==> src/rtl/sd_host_cmd_fsm_pkg.sv <==
// Shared types for the SD host CMD-line initiator:
// FSM state encoding, response type codes and timing defaults.
package sd_host_cmd_fsm_pkg;

  typedef enum logic [2:0] {
    ST_IDLE = 3'd0,
    ST_TX   = 3'd1,
    ST_WAIT = 3'd2,
    ST_RX   = 3'd3,
    ST_NCC  = 3'd4
  } state_t;

  localparam logic [1:0] RSP_NONE = 2'd0;
  localparam logic [1:0] RSP_R1   = 2'd1;
  localparam logic [1:0] RSP_R2   = 2'd2;
  localparam logic [1:0] RSP_R3   = 2'd3;

  localparam int NCR_MAX_DEF = 64;
  localparam int NCC_DEF     = 8;

endpackage

==> src/rtl/sd_host_cmd_fsm_crc7.sv <==
// Serial CRC7 (x^7+x^3+1, init 0), one bit per enabled clock.
// Ports: clk, rst (async high), clr, en, bit_in -> crc[6:0].
module sd_host_cmd_fsm_crc7 (
  input  logic       clk,
  input  logic       rst,
  input  logic       clr,
  input  logic       en,
  input  logic       bit_in,
  output logic [6:0] crc
);

  logic fb;

  assign fb = bit_in ^ crc[6];

  always_ff @(posedge clk or posedge rst) begin
    if (rst) begin
      crc <= '0;
    end else if (clr) begin
      crc <= '0;
    end else if (en) begin
      crc <= {crc[5:3], crc[2] ^ fb, crc[1:0], fb};
    end
  end

endmodule

==> src/rtl/sd_host_cmd_fsm.sv <==
// SD host CMD-line initiator: sends a 48-bit command frame, then
// captures a 48/136-bit response or flags a timeout.
// Ports: clk, rst (async high), start, cmd_idx, cmd_arg, rsp_type,
//  cmd_i -> cmd_o, cmd_oe, busy, done, timeout, crc_err, rsp[127:0].
// Define SD_HOST_CMD_RSP_CRC_EN to check CRC7 on type-1 responses.
module sd_host_cmd_fsm
  import sd_host_cmd_fsm_pkg::*;
#(
  parameter int NCR_MAX = NCR_MAX_DEF,
  parameter int NCC     = NCC_DEF
) (
  input  logic         clk,
  input  logic         rst,
  input  logic         start,
  input  logic [5:0]   cmd_idx,
  input  logic [31:0]  cmd_arg,
  input  logic [1:0]   rsp_type,
  input  logic         cmd_i,
  output logic         cmd_o,
  output logic         cmd_oe,
  output logic         busy,
  output logic         done,
  output logic         timeout,
  output logic         crc_err,
  output logic [127:0] rsp
);

  state_t      state, state_d;
  logic [7:0]  cnt;
  logic [39:0] tx_sr;
  logic [1:0]  typ;
  logic [6:0]  tx_crc;
  logic [2:0]  crc_sel;
  logic        accept;
  logic        tx_crc_en;
  logic        rx_last;

  assign busy      = (state != ST_IDLE);
  assign accept    = (state == ST_IDLE) && start;
  assign tx_crc_en = (state == ST_TX) && (cnt < 8'd40);
  // frame bits 7..1 come from crc[6..0] at cnt 40..46
  assign crc_sel   = 3'(8'd46 - cnt);

  sd_host_cmd_fsm_crc7 u_tx_crc (
    .clk    (clk),
    .rst    (rst),
    .clr    (accept),
    .en     (tx_crc_en),
    .bit_in (tx_sr[39]),
    .crc    (tx_crc)
  );

`ifdef SD_HOST_CMD_RSP_CRC_EN
  logic [6:0] rx_crc;
  logic       rx_crc_en;

  // start bit is 0 and leaves a zero CRC unchanged,
  // so accumulation begins at the transmission bit
  assign rx_crc_en = (state == ST_RX) && (cnt < 8'd39);

  sd_host_cmd_fsm_crc7 u_rx_crc (
    .clk    (clk),
    .rst    (rst),
    .clr    (accept),
    .en     (rx_crc_en),
    .bit_in (cmd_i),
    .crc    (rx_crc)
  );
`endif

  // cnt in RX indexes bits after the start bit
  always_comb begin
    rx_last = 1'b0;
    unique case (typ)
      RSP_R2:         rx_last = (cnt == 8'd134);
      RSP_R1, RSP_R3: rx_last = (cnt == 8'd46);
      default:        rx_last = 1'b1;
    endcase
  end

  always_ff @(posedge clk or posedge rst) begin
    if (rst) begin
      state <= ST_IDLE;
    end else begin
      state <= state_d;
    end
  end

  always_comb begin
    state_d = state;
    cmd_o   = 1'b1;
    cmd_oe  = 1'b0;
    unique case (state)
      ST_IDLE: begin
        if (start) begin
          state_d = ST_TX;
        end
      end
      ST_TX: begin
        cmd_oe = 1'b1;
        if (cnt < 8'd40) begin
          cmd_o = tx_sr[39];
        end else if (cnt < 8'd47) begin
          cmd_o = tx_crc[crc_sel];
        end
        if (cnt == 8'd47) begin
          state_d = (typ == RSP_NONE) ? ST_NCC : ST_WAIT;
        end
      end
      ST_WAIT: begin
        if (!cmd_i) begin
          state_d = ST_RX;
        end else if (cnt == 8'(NCR_MAX - 1)) begin
          state_d = ST_NCC;
        end
      end
      ST_RX: begin
        if (rx_last) begin
          state_d = ST_NCC;
        end
      end
      ST_NCC: begin
        if (cnt == 8'(NCC - 1)) begin
          state_d = ST_IDLE;
        end
      end
      default: state_d = ST_IDLE;
    endcase
  end

  always_ff @(posedge clk or posedge rst) begin
    if (rst) begin
      cnt     <= '0;
      tx_sr   <= '0;
      typ     <= RSP_NONE;
      done    <= 1'b0;
      timeout <= 1'b0;
      crc_err <= 1'b0;
      rsp     <= '0;
    end else begin
      done <= 1'b0;
      if (state_d != state) begin
        cnt <= '0;
      end else if (state != ST_IDLE) begin
        cnt <= cnt + 8'd1;
      end
      unique case (state)
        ST_IDLE: begin
          if (start) begin
            tx_sr   <= {2'b01, cmd_idx, cmd_arg};
            typ     <= rsp_type;
            timeout <= 1'b0;
            crc_err <= 1'b0;
            rsp     <= '0;
          end
        end
        ST_TX: begin
          tx_sr <= {tx_sr[38:0], 1'b0};
        end
        ST_WAIT: begin
          if (state_d == ST_NCC) begin
            timeout <= 1'b1;
          end
        end
        ST_RX: begin
          // transmission bit is dropped; rsp holds what follows
          if (cnt != 8'd0) begin
            rsp <= {rsp[126:0], cmd_i};
          end
`ifdef SD_HOST_CMD_RSP_CRC_EN
          // on the end bit, rsp[6:0] holds received bits 7..1
          if (rx_last && typ == RSP_R1) begin
            crc_err <= (rsp[6:0] != rx_crc);
          end
`endif
        end
        ST_NCC: begin
          if (state_d == ST_IDLE) begin
            done <= 1'b1;
          end
        end
        default: ;
      endcase
    end
  end

endmodule

==> config.mk <==
export PLATFORM = sky130hd
export DESIGN_NAME = sd_host_cmd_fsm
export DESIGN_NICKNAME = d
export VERILOG_FILES = /design/src/rtl/sd_host_cmd_fsm_pkg.sv /design/src/rtl/sd_host_cmd_fsm_crc7.sv /design/src/rtl/sd_host_cmd_fsm.sv
export SDC_FILE = /design/constraint.sdc
export NUM_CORES = 1
export LEC_CHECK = 0
export ABC_AREA = 1
export ABC_CLOCK_PERIOD_IN_PS = 5710
export BUFFER_PORTS_ARGS = -buffer_cell sky130_fd_sc_hd__buf_2
export CAP_MARGIN = 5
export CORE_ASPECT_RATIO = 0.7
export CORE_MARGIN = 4
export CORE_UTILIZATION = 50
export CTS_BUF_LIST = sky130_fd_sc_hd__clkbuf_16
export CTS_CLUSTER_DIAMETER = 120
export CTS_CLUSTER_SIZE = 10
export DETAILED_ROUTE_END_ITERATION = 16
export HOLD_SLACK_MARGIN = 0.05
export PLACE_DENSITY = 0.87
export REMOVE_ABC_BUFFERS = 1
export SYNTH_ARGS = -nofsm -noshare
export SYNTH_HDL_FRONTEND = slang
export SYNTH_SLANG_ARGS = --single-unit
==> constraint.sdc <==
create_clock -name clk -period 5.71 [get_ports clk]
set_clock_uncertainty 0.2 [all_clocks]
set_input_delay 0.2855 -clock clk [delete_from_list [all_inputs] [get_ports clk]]
set_output_delay 0.2855 -clock clk [all_outputs]
set_load 0.01 [all_outputs]
# Word-level counts from Yosys, hierarchy flattened
# Cells that the tools add are included.
[op_classes]
eq_ne = 17
n_bitwise = 2
n_mux = 29
reduce_logical = 17
magnitude_cmp = 3
addsub = 2
[op_table]
columns = ["cell", "n"]
rows = [
  ["$mux W128", 2],
  ["$pmux W128 S2", 1],
  ["$pmux W40 S2", 1],
  ["$mux W40", 1],
  ["$eq A8 B6 Y1 const B", 3],
  ["$mux W3", 7],
  ["$lt A8 B6 Y1 const B", 2],
  ["$mux W8", 2],
  ["$pmux W3 S5", 1],
  ["$mux W7", 2],
  ["$reduce_bool A2 Y1", 5],
  ["$mux W1", 9],
  ["$add A8 B1 Y8 const B", 1],
  ["$eq A8 B3 Y1 const B", 1],
  ["$eq A8 B8 Y1 const B", 1],
  ["$reduce_bool A8 Y1", 1],
  ["$eq A3 B2 Y1 const B", 2],
  ["$eq A3 B3 Y1 const B", 2],
  ["$logic_not A3 Y1", 2],
  ["$ne A2 B2 Y1 const B", 3],
  ["$reduce_and A3 Y1", 2],
  ["$eq A2 B2 Y1 const B", 2],
  ["$lt A3 B4 Y1 const B", 1],
  ["$pmux W1 S2", 2],
  ["other kinds (11)", 14],
]
[word_totals]
out_inout_bits = 134
register_bits = 190
input_bits = 44
word_cells = 78

# Longest topological paths before layout
# Gate-level depths: netlist of the first run.
[logic_depth]
depth_word = 8
mapped_depth = 11
ltp_nobuf = 11

# Hierarchy
# Synthesis of the first run repeated with hierarchy kept, for this count alone.
[unflattened]
hier_cells = 930
area_unflattened_um2 = 8291.7
[modules_own_cells]
columns = ["mod", "n_inst", "seq_area_each_um2", "area_per_inst_um2", "cells_each"]
rows = [
  ["sd_host_cmd_fsm", 1, 4579.4, 7970.1, 891],
  ["sd_host_cmd_fsm_crc7", 1, 175.2, 321.6, 39],
]

# Worst setup path after synthesis of the first run
# No wires, ideal clock.
[synth_timing]
path_type = "register -> output"
startpoint = "register cnt[0]"
endpoint = "output port cmd_o"
t_arrival_ps = 1307
path_slack_ps = 3917
stages_incl_launch_ff = 8
path_buffers = 0
t_required_ps = 5225
path_cell_list = "dfrtp_1 > inv_2 > ha_1 > inv_1 > nand3_1 > o21ai_0 > nand2_1 > a41oi_1"
[synth_via]
elab_chain_cells = 6
elab_cells_between_ends = 8
classes_between = "add/sub (1); order compare (2); mux (5)"
[synth_lines]
columns = ["element", "line_no", "source"]
rows = [
  ["start, declared", "sd_host_cmd_fsm.sv:29", "logic [7:0] cnt;"],
  ["start signal, assigned", "sd_host_cmd_fsm.sv:145", "cnt <= cnt + 8'd1;"],
  ["$sub A3 B3 Y3", "sd_host_cmd_fsm.sv:42", "assign crc_sel = 3'(8'd46 - cnt);"],
  ["$bmux W1 S3", "sd_host_cmd_fsm.sv:104", "cmd_o = tx_crc[crc_sel];"],
  ["$mux W1 (implied by the code)", "sd_host_cmd_fsm.sv:104", ""],
  ["$mux W1", "sd_host_cmd_fsm.sv:103", "end else if (cnt < 8'd47) begin"],
  ["$mux W1 *", "sd_host_cmd_fsm.sv:101", "if (cnt < 8'd40) begin"],
  ["$mux W1 *", "sd_host_cmd_fsm.sv:93", "unique case (state)"],
  ["end, declared", "sd_host_cmd_fsm.sv:19", "output logic cmd_o,"],
]
# Mark *: on every way between the ends. The rest lies on a longest branch, timed or not. The select of a mux whose other input is x is not followed.

# Worst setup path in the final report of the first run
[layout_timing]
startpoint = "register state[2]"
endpoint = "output port cmd_o"
[layout_via]
elab_chain_cells = 2
[layout_lines]
columns = ["element", "line_no", "source"]
rows = [
  ["start, declared", "sd_host_cmd_fsm.sv:28", "state_t state, state_d;"],
  ["start signal, assigned", "sd_host_cmd_fsm.sv:85", "state <= state_d;"],
  ["$eq A3 B1 Y1", "sd_host_cmd_fsm.sv:93", ""],
  ["$mux W1", "sd_host_cmd_fsm.sv:93", ""],
]
# Every way passes these cells.

==> results.py, run 1 <==
metrics = {
    "floorplan": {
        "initial_util_pct": 51.9,
        "die_height_um": 118,
        "floorplan.die.width_um": 165,
        "std_cell_rows": 39,
        "area_of_the_die_mm2": 0.0195,
        "core_mm2": 0.0166,
        "top_level_ports": 178,
    },
    "clock_tree": {
        "post_cts_buffers": 0,
        "tritoncts": "yes",
        "max-clock-path-buffers": 2,
        "insertion_delay_ns": 0.43,
        "cts_root_buf": "sky130_fd_sc_hd__clkbuf_16",
        "clk_transition_reported_paths_ns": 0.07,
        "cts_made_buffers": 17,
        "cts-resized-gates": 0,
        "cts.htree.levels": 4,
        "cts_sinks": 190,
    },
    "detailed_routing": {
        "route.antenna.remaining_nets": 0,
        "avgViaCountPerCell": 5.57,
        "remaining_drc_errors": 0,
        "wl_um": 21600,
        "drt_first_pass_iters": 6,
        "wl_per_cell_um": 16.1,
        "vias": 7463,
        "drt_iter0_drc": 995,
    },
    "place": {
        "finalWeightedCongestion": 0.908,
        "placement.setup.worst_slack_ns": 2.95,
        "placement.io_buffers": 176,
        "dp_hpwl_um": 13000,
    },
    "finish": {
        "sequential_cell_area_mm2": 0.00475,
        "share_of_cells_above_drive_strength_1_pct": 24.4,
        "nFillCells": 1369,
        "diodes": 0,
        "syn2layout_area_growth_pct": 21.3,
        "multiInputGateArea_mm2": 0.00325,
        "finish.net_count": 1150,
    },
    "global_route": {
        "grt_pass1_wl_um": 35500,
        "grt_max_degree": 133,
        "grt_antenna_before_repair": 0,
        "globalRouteTotalUtil_pct": 22.3,
        "via_count_of_the_first_global_routing_pass": 6878,
        "grt_overflow_total": 0,
    },
    "synth": {
        "ys_ff_latch": 190,
        "yosys_top_cell_by_area": "sky130_fd_sc_hd__dfrtp_1",
        "avgSynthCellArea_um2": 9.27,
        "synth_largest_type_area_fraction_pct": 55.1,
        "synth.top_cells.by_area": "sky130_fd_sc_hd__dfrtp_1, sky130_fd_sc_hd__nand3_1, sky130_fd_sc_hd__nand2_1",
        "syn_inst": 931,
        "netlist_area_mm2": 0.00863,
        "synth-warning-count": 0,
        "synthDistinctLibCells": 32,
        "synth-seq-area-share_pct": 55.1,
    },
    "critical_path": {
        "path_buf_inv": 4,
        "setup.worst_path.class": "flop to primary output",
        "worst-endpoint-arrival_ns": 2.68,
        "critical_path.max_stage_delay_ns": 0.71,
        "setup.worst_path.end_class": "primary output",
        "crit_chain": "inv_2, nand2_2, nor2_8, buf_4, inv_1, a21oi_2, a41oi_1, buf_2",
        "r2r-end": "rsp[114]",
        "kind_of_start_point_of_the_critical_path": "flop",
        "r2r-start": "state[1]",
        "timing.critical_path.max_delay_family": "buffers and inverters",
        "reg2regPathDepth": 8,
        "reg2reg_setup_slack_ns": 2.87,
        "timing.critical_path.from": "state[2]",
        "crit_end": "cmd_o",
        "critical_path_depth": 8,
        "crit_slowest_cell": "sky130_fd_sc_hd__buf_4",
        "crit_required_ns": 5.22,
        "critical_path.max_fanout": 76,
    },
    "timing": {
        "final.setup.tns_ns": 0,
        "finalHoldViolations": 0,
        "worst_slack_ns": 2.54,
        "rsz0062_at_grt": "false",
        "fmaxAchievable_mhz": 316,
        "timing.slew.headroom_pct": 36.6,
        "worst-slew-pin-transition_ns": 0.951,
        "layout_worst_path_cycle_share_pct": 55.4,
        "drv_slew": 0,
        "final-setup-viol-count": 0,
        "hold_slack_ns": 0.288,
        "timing.final.crit_period_ns": 3.17,
    },
    "status": {
        "result_of_the_run": "finished clean",
    },
    "pwr": {
        "peakVddDrop_mv": 0.244,
        "cellPowerDensity_mw_per_mm2": 327,
        "power.leakage_nw": 5.75,
    },
    "job": {
        "cap_viol_max_count": 0,
    },
    "worst_hold_path": {
        "hold_path.class": "flop to flop",
    },
}
==> worst reg2reg max path, cell delays in order (launching register included) <==
cell and delay (ns):
sky130_fd_sc_hd__dfrtp_1 0.47, sky130_fd_sc_hd__nor2_2 0.22, sky130_fd_sc_hd__nand2_4 0.11, sky130_fd_sc_hd__inv_2 0.14, sky130_fd_sc_hd__nand2_8 0.29, sky130_fd_sc_hd__nand2_4 0.44, sky130_fd_sc_hd__buf_4 0.60, sky130_fd_sc_hd__nand3_1 0.21
sky130_fd_sc_hd__nand2_1 0.11
==> power breakdown <==
| group | total [mW] | internal (mW) | switching (mW) |
|---|---|---|---|
| clock network | 1.19 | 0.653 | 0.539 |
| logic | 0.633 | 0.255 | 0.379 |
| registers | 1.59 | 1.51 | 0.0860 |
| total | 3.42 | 2.41 | 1.00 |
==> Yosys cell counts <==
library cell,count
sky130_fd_sc_hd__inv_2,5
sky130_fd_sc_hd__nand4_1,3
sky130_fd_sc_hd__nand2_2,2
sky130_fd_sc_hd__inv_1,54
sky130_fd_sc_hd__conb_1,1
sky130_fd_sc_hd__ha_1,3
sky130_fd_sc_hd__o211ai_1,5
sky130_fd_sc_hd__dfrtp_1,190
sky130_fd_sc_hd__nand3_1,275
sky130_fd_sc_hd__a221oi_2,26
sky130_fd_sc_hd__buf_6,3
sky130_fd_sc_hd__a41oi_1,1
sky130_fd_sc_hd__a21oi_1,4
sky130_fd_sc_hd__o211ai_2,2
sky130_fd_sc_hd__nor3_1,32
sky130_fd_sc_hd__clkbuf_1,2
sky130_fd_sc_hd__o21ai_1,7
sky130_fd_sc_hd__a21oi_2,1
sky130_fd_sc_hd__nor2_8,2
sky130_fd_sc_hd__xnor2_1,1
sky130_fd_sc_hd__buf_4,17
sky130_fd_sc_hd__o21ai_0,18
sky130_fd_sc_hd__nor2_1,22
sky130_fd_sc_hd__nor2_2,11
sky130_fd_sc_hd__buf_2,51
sky130_fd_sc_hd__xor2_1,6
sky130_fd_sc_hd__inv_4,1
sky130_fd_sc_hd__nor3_2,1
sky130_fd_sc_hd__nand2_1,178
sky130_fd_sc_hd__a31oi_1,1
sky130_fd_sc_hd__a221oi_1,3
sky130_fd_sc_hd__nand2_4,3
==> worst min path at each step <==
stage / startpoint / endpoint / slack (ns) / depth (start not counted)
after floorplan: rsp_type[1] / typ[1] / 0.20 / 2
after global placement: timeout / timeout / 0.27 / 2
after detailed placement: tx_sr[36] / tx_sr[36] / 0.27 / 2
after CTS: tx_sr[36] / tx_sr[36] / 0.29 / 2
after global routing: timeout / timeout / 0.33 / 2
final: tx_sr[36] / tx_sr[36] / 0.29 / 2
==> cell type report <==
type,count,area share (%)
clock buffer,17,4.06
timing repair buffer,226,13.0
multi-input combinational,608,31.0
clock inverter,15,1.54
inverter,60,2.25
tap,225,2.69
sequential,190,45.4
==> repair_timing <==
item,4_1_cts,5_1_grt
hold buffers,42,0
setup endpoints to repair,0,0
endpoints found under the hold margin,173,0
==> flip-flops by register name, indices dropped and copies added, names as in the netlist <==
signal,cells
cnt,8
done,1
rsp,128
state,3
timeout,1
tx_sr,40
typ,2
u_tx_crc.crc,7
==> per-stage QoR <==
stage          utilization, %  area (um2)  total power, mW  cells
2_1_floorplan               -        8200             2.07    858
3_3_place_gp             56.9        9460             2.19   1267
3_5_place_dp             56.9        9460             2.21   1267
4_1_cts                  62.9       10500             3.43   1341
5_1_grt                  62.9       10500             3.59   1341
6_report                 62.9       10500             3.42   1341
==> layer usage <==
layer	vias to the layer above	routed length [um]	GRT usage, %
met1	3627	9650	33.2
met5	-	0	0
met2	309	10000	32.8
met3	22	1690	5.46
met4	0	270	5.25
li1	3505	-	-
==> logic make-up after synthesis <==
kind of cell,count (synthesis),synth area share (%)
xor gates and xnor gates,7,0.711
DFF,190,55.1
adders and majority gates,3,0.435
buffers and inverters,133,7.56
AOI/OAI and AO/OA,68,7.51
other,1,0.0435
and+or+nand+nor,529,28.6
==> cells in the final DEF (no fill, tap or decap), types with 2 or more instances in the layout <==
master and instances:
sky130_fd_sc_hd__inv_6 3, sky130_fd_sc_hd__dlygate4sd3_1 42, sky130_fd_sc_hd__dfrtp_1 190, sky130_fd_sc_hd__o21ai_0 18, sky130_fd_sc_hd__a21oi_1 4, sky130_fd_sc_hd__buf_2 176, sky130_fd_sc_hd__nor2_1 22, sky130_fd_sc_hd__nor2_2 10
sky130_fd_sc_hd__clkinvlp_4 4, sky130_fd_sc_hd__o21ai_1 7, sky130_fd_sc_hd__inv_1 53, sky130_fd_sc_hd__a221oi_2 26, sky130_fd_sc_hd__clkbuf_16 17, sky130_fd_sc_hd__ha_1 3, sky130_fd_sc_hd__inv_8 3, sky130_fd_sc_hd__xor2_1 6
sky130_fd_sc_hd__bufinv_16 2, sky130_fd_sc_hd__nand2_4 4, sky130_fd_sc_hd__nand2_1 176, sky130_fd_sc_hd__o211ai_1 5, sky130_fd_sc_hd__nand4_1 3, sky130_fd_sc_hd__nand3_1 275, sky130_fd_sc_hd__o211ai_2 2, sky130_fd_sc_hd__clkinv_2 2
sky130_fd_sc_hd__buf_4 8, sky130_fd_sc_hd__nor2_8 2, sky130_fd_sc_hd__nor3_1 32, sky130_fd_sc_hd__a221oi_1 3, sky130_fd_sc_hd__inv_2 5, sky130_fd_sc_hd__nand2_2 2
No activity file was read; power rests on OpenSTA's default activity.
==> run 2: changes to the inputs <==
ABC_AREA = 0   (was 1)
ABC_CLOCK_PERIOD_IN_PS = 3250   (was 5710)
CORE_UTILIZATION = 55   (was 50)
PLACE_DENSITY = 0.9   (was 0.87)
clock period = 3.25 ns   (was 5.71 ns; I/O delays follow)
==> run 2 against run 1 <==
Compared with the run above: global-route usage up 1.9 points; flip-flop and latch count stayed put; non-clock buffer count rose by 7; via count shrank 3.5%; final cell count decreased by 2.3%; clock-buffer cell count is the same; synthesized cell count is 1.1% lower; critical path depth stayed put; combinational power rose to 2.9 times the previous value; sequential share of layout area rose by 0.29 points; clock power increased by 73%; critical path type unchanged; critical endpoint unchanged.
==> results.py, run 2 <==
metrics = {
    "detailed_routing": {
        "drt_first_pass_iters": 8,
        "wl_um": 20700,
        "wl_per_cell_um": 15.8,
        "route.layer.met1.wl_um": 8680,
        "wl_met3_um": 1810,
        "avgViaCountPerCell": 5.50,
        "routed_wire_length_on_met2_um": 9850,
        "vias": 7205,
        "drt_iter0_drc": 624,
        "route.antenna.remaining_nets": 0,
        "remaining_drc_errors": 0,
        "routed.top_layer": "met4",
    },
    "synth": {
        "avgSynthCellArea_um2": 9.15,
        "synth_adder_area_share_pct": 0.446,
        "synth-edff-count": 0,
        "post_synth_and_or_nand_nor_area_fraction_pct": 22.2,
        "mux_cell_area_share_after_synthesis_pct": 1.22,
        "synthDistinctLibCells": 42,
        "synth-warning-count": 0,
        "synth_most_common_cell": "sky130_fd_sc_hd__nand2_1",
        "syn_inst": 921,
        "synthTopCellsByCount": "sky130_fd_sc_hd__nand2_1, sky130_fd_sc_hd__dfrtp_1, sky130_fd_sc_hd__o21ai_0",
        "async_reset_ff_share_pct": 100,
        "yosys_top_cell_by_area": "sky130_fd_sc_hd__dfrtp_1",
        "dominant_combinational_cell_family_by_area_after_synthesis": "simple AND/OR/NAND/NOR gates",
        "netlist_area_mm2": 0.00843,
        "compound_gate_fraction_of_synth_area_pct": 13.8,
        "synth_largest_type_area_fraction_pct": 56.4,
        "synth.top_cells.by_area": "sky130_fd_sc_hd__dfrtp_1, sky130_fd_sc_hd__nand2_1, sky130_fd_sc_hd__o21ai_0",
        "synthXorXnorAreaFrac_pct": 0.936,
        "ys_ff_latch": 190,
        "synth-seq-area-share_pct": 56.4,
        "synthFlopType": "sky130_fd_sc_hd__dfrtp_1",
    },
    "finish": {
        "diodes": 0,
        "layoutNonFillerInstCount": 1310,
        "share_of_cells_above_drive_strength_1_pct": 28.0,
        "most_common_library_cell_in_the_layout_ignoring_fill_and_taps": "sky130_fd_sc_hd__nand2_1",
        "finish.net_count": 1149,
        "syn2layout_area_growth_pct": 23.5,
        "flip_flop_count_of_the_largest_register_after_layout": 128,
        "nFillCells": 1056,
        "final_cell_mix": "sky130_fd_sc_hd__nand2_1, sky130_fd_sc_hd__dfrtp_1, sky130_fd_sc_hd__buf_2, sky130_fd_sc_hd__o21ai_0, sky130_fd_sc_hd__nor2_1",
        "top_register": "rsp",
        "reg_top3": "rsp (128), tx_sr (40), cnt (8)",
    },
    "clock_tree": {
        "tritoncts": "yes",
        "cts_made_buffers": 17,
        "clk_transition_reported_paths_ns": 0.08,
        "insertion_delay_ns": 0.42,
        "max-clock-path-buffers": 2,
        "post_cts_buffers": 0,
        "cts_sinks": 190,
        "cts.htree.levels": 4,
        "cts_root_buf": "sky130_fd_sc_hd__clkbuf_16",
    },
    "timing": {
        "finalHoldViolations": 0,
        "drv_slew": 0,
        "timing.final.crit_period_ns": 2.93,
        "layout_worst_path_cycle_share_pct": 90.1,
        "final-setup-viol-count": 0,
        "rsz0062_at_grt": "false",
        "fmaxAchievable_mhz": 341,
        "timing.slew.headroom_pct": 52.9,
        "worst-slew-pin-transition_ns": 0.706,
        "worst_slack_ns": 0.320,
    },
    "pwr": {
        "proportion_of_total_power_due_to_net_switching_pct": 36.2,
        "p_comb_share_pct": 26.8,
        "power.leakage_nw": 4.95,
        "power_switching_mw": 2.50,
        "cellPowerDensity_mw_per_mm2": 665,
        "seqPwrFrac_pct": 43.3,
        "peakVddDrop_mv": 0.432,
        "power_report.internal_total_mw": 4.41,
        "power.clock.fraction_pct": 29.9,
    },
    "floorplan": {
        "area_of_the_die_mm2": 0.0174,
        "top_level_ports": 178,
        "std_cell_rows": 37,
        "initial_util_pct": 56.7,
        "floorplan.die.width_um": 156,
        "core_mm2": 0.0149,
        "die_height_um": 112,
    },
    "critical_path": {
        "kind_of_start_point_of_the_critical_path": "flop",
        "setup.worst_path.class": "flop to primary output",
        "critical_path.max_fanout": 7,
        "setup.worst_path.end_class": "primary output",
        "worst-endpoint-arrival_ns": 2.57,
        "crit_required_ns": 2.89,
    },
    "global_route": {
        "grt_overflow_total": 0,
        "grt_pass1_wl_um": 34600,
        "globalRouteTotalUtil_pct": 24.2,
        "via_count_of_the_first_global_routing_pass": 6947,
        "grt_max_degree": 130,
        "grt_antenna_before_repair": 0,
    },
    "place": {
        "finalWeightedCongestion": 0.860,
        "dp_hpwl_um": 12900,
        "numPlacedInstances": 1236,
        "placement.io_buffers": 176,
        "placement.setup.worst_slack_ns": 0.446,
    },
    "status": {
        "result_of_the_run": "finished clean",
    },
    "job": {
        "cap_viol_max_count": 0,
    },
    "worst_hold_path": {
        "hold_path.class": "input pin to asynchronous set/reset pin",
    },
}
run 2: cell types whose count changed after synthesis, moves of 26 or more:
cell	change
sky130_fd_sc_hd__a221oi_2	-26
sky130_fd_sc_hd__o21ai_2	+40
sky130_fd_sc_hd__nor3_1	-29
sky130_fd_sc_hd__buf_2	-42
sky130_fd_sc_hd__a31oi_1	+37
sky130_fd_sc_hd__inv_1	-47
sky130_fd_sc_hd__nand2_1	+137
sky130_fd_sc_hd__nand2_2	+38
sky130_fd_sc_hd__nand3_1	-271
sky130_fd_sc_hd__clkbuf_1	+46
sky130_fd_sc_hd__o21ai_0	+78
sky130_fd_sc_hd__nor2_1	+39
run 2: area by class of cell:
cell class              count  area (um2)  area share [%]
well taps                 195         244            2.35
repair buffers            233        1530            14.7
clock buffers              17         425            4.09
multi-input cells         653        3250            31.3
clock inverters            15         168            1.61
flip-flops and latches    190        4750            45.7
inverters                   7        31.3           0.301
run 2: timing repair:
item / CTS / global route
resized for setup: 0 / 0
hold buffers: 42 / 0
hold endpoints to repair: 122 / 0
run 2: metal layers:
| layer | GRT usage, % | up-vias |
|---|---|---|
| li1 | - | 3401 |
| met1 | 33.9 | 3423 |
| met5 | 0 | - |
| met4 | 6.12 | 0 |
| met3 | 5.44 | 47 |
| met2 | 38.7 | 334 |
run 2: kinds of logic (layout without fill, tap and decap cells):
logic type | count (synthesis) | after routing
xor gates and xnor gates | 9 | 9
DFF | 190 | 190
adders and majority gates | 3 | 3
AOI/OAI and AO/OA | 185 | 185
and+or+nand+nor | 446 | 446
other | 1 | 1
muxes | 9 | 9
buffers and inverters | 78 | 272
run 2: path summary, 6_finish.rpt:
check	start	end	slack [ns]	depth (start not counted)
max	cnt[0]	cmd_o	0.32	8
min reg2reg	tx_sr[37]	tx_sr[38]	0.27	2
min in group clk	start	rsp[0]	0.23	6
max in group asynchronous	rst	rsp[107]	1.85	4
min	rst	rsp[40]	0.22	3
max reg2reg	cnt[4]	rsp[110]	0.42	7
run 2: critical path: stages, from the launching register on:
cell                      delay, ns
sky130_fd_sc_hd__dfrtp_1       0.51
sky130_fd_sc_hd__inv_1         0.16
sky130_fd_sc_hd__ha_1          0.43
sky130_fd_sc_hd__mux2i_1       0.23
sky130_fd_sc_hd__nor2_1        0.07
sky130_fd_sc_hd__a31oi_1       0.13
sky130_fd_sc_hd__o21ai_0       0.11
sky130_fd_sc_hd__o32a_1        0.36
sky130_fd_sc_hd__buf_2         0.15
run 2: power by group through the flow:
stage,logic (mW),registers (mW),clock network (mW)
6_report,1.85,3.00,2.06
4_1_cts,1.81,2.98,2.09
3_3_place_gp,1.70,3.00,0
3_5_place_dp,1.77,3.01,0
2_1_floorplan,1.28,2.94,0
5_1_grt,2.08,3.04,2.20
run 2: stage by stage:
stage | utilization [%] | total power, mW | cell area (um2) | hold slack, ns | setup TNS (ns)
after floorplan | - | 4.22 | 8030 | 0.0679 | -906.95
after global placement | 63.2 | 4.69 | 9390 | 0.146 | 0
after detailed placement | 63.2 | 4.78 | 9390 | 0.148 | 0
after CTS | 70.0 | 6.88 | 10400 | 0.217 | 0
after global routing | 70.0 | 7.32 | 10400 | 0.248 | 0
final | 70.0 | 6.91 | 10400 | 0.224 | 0
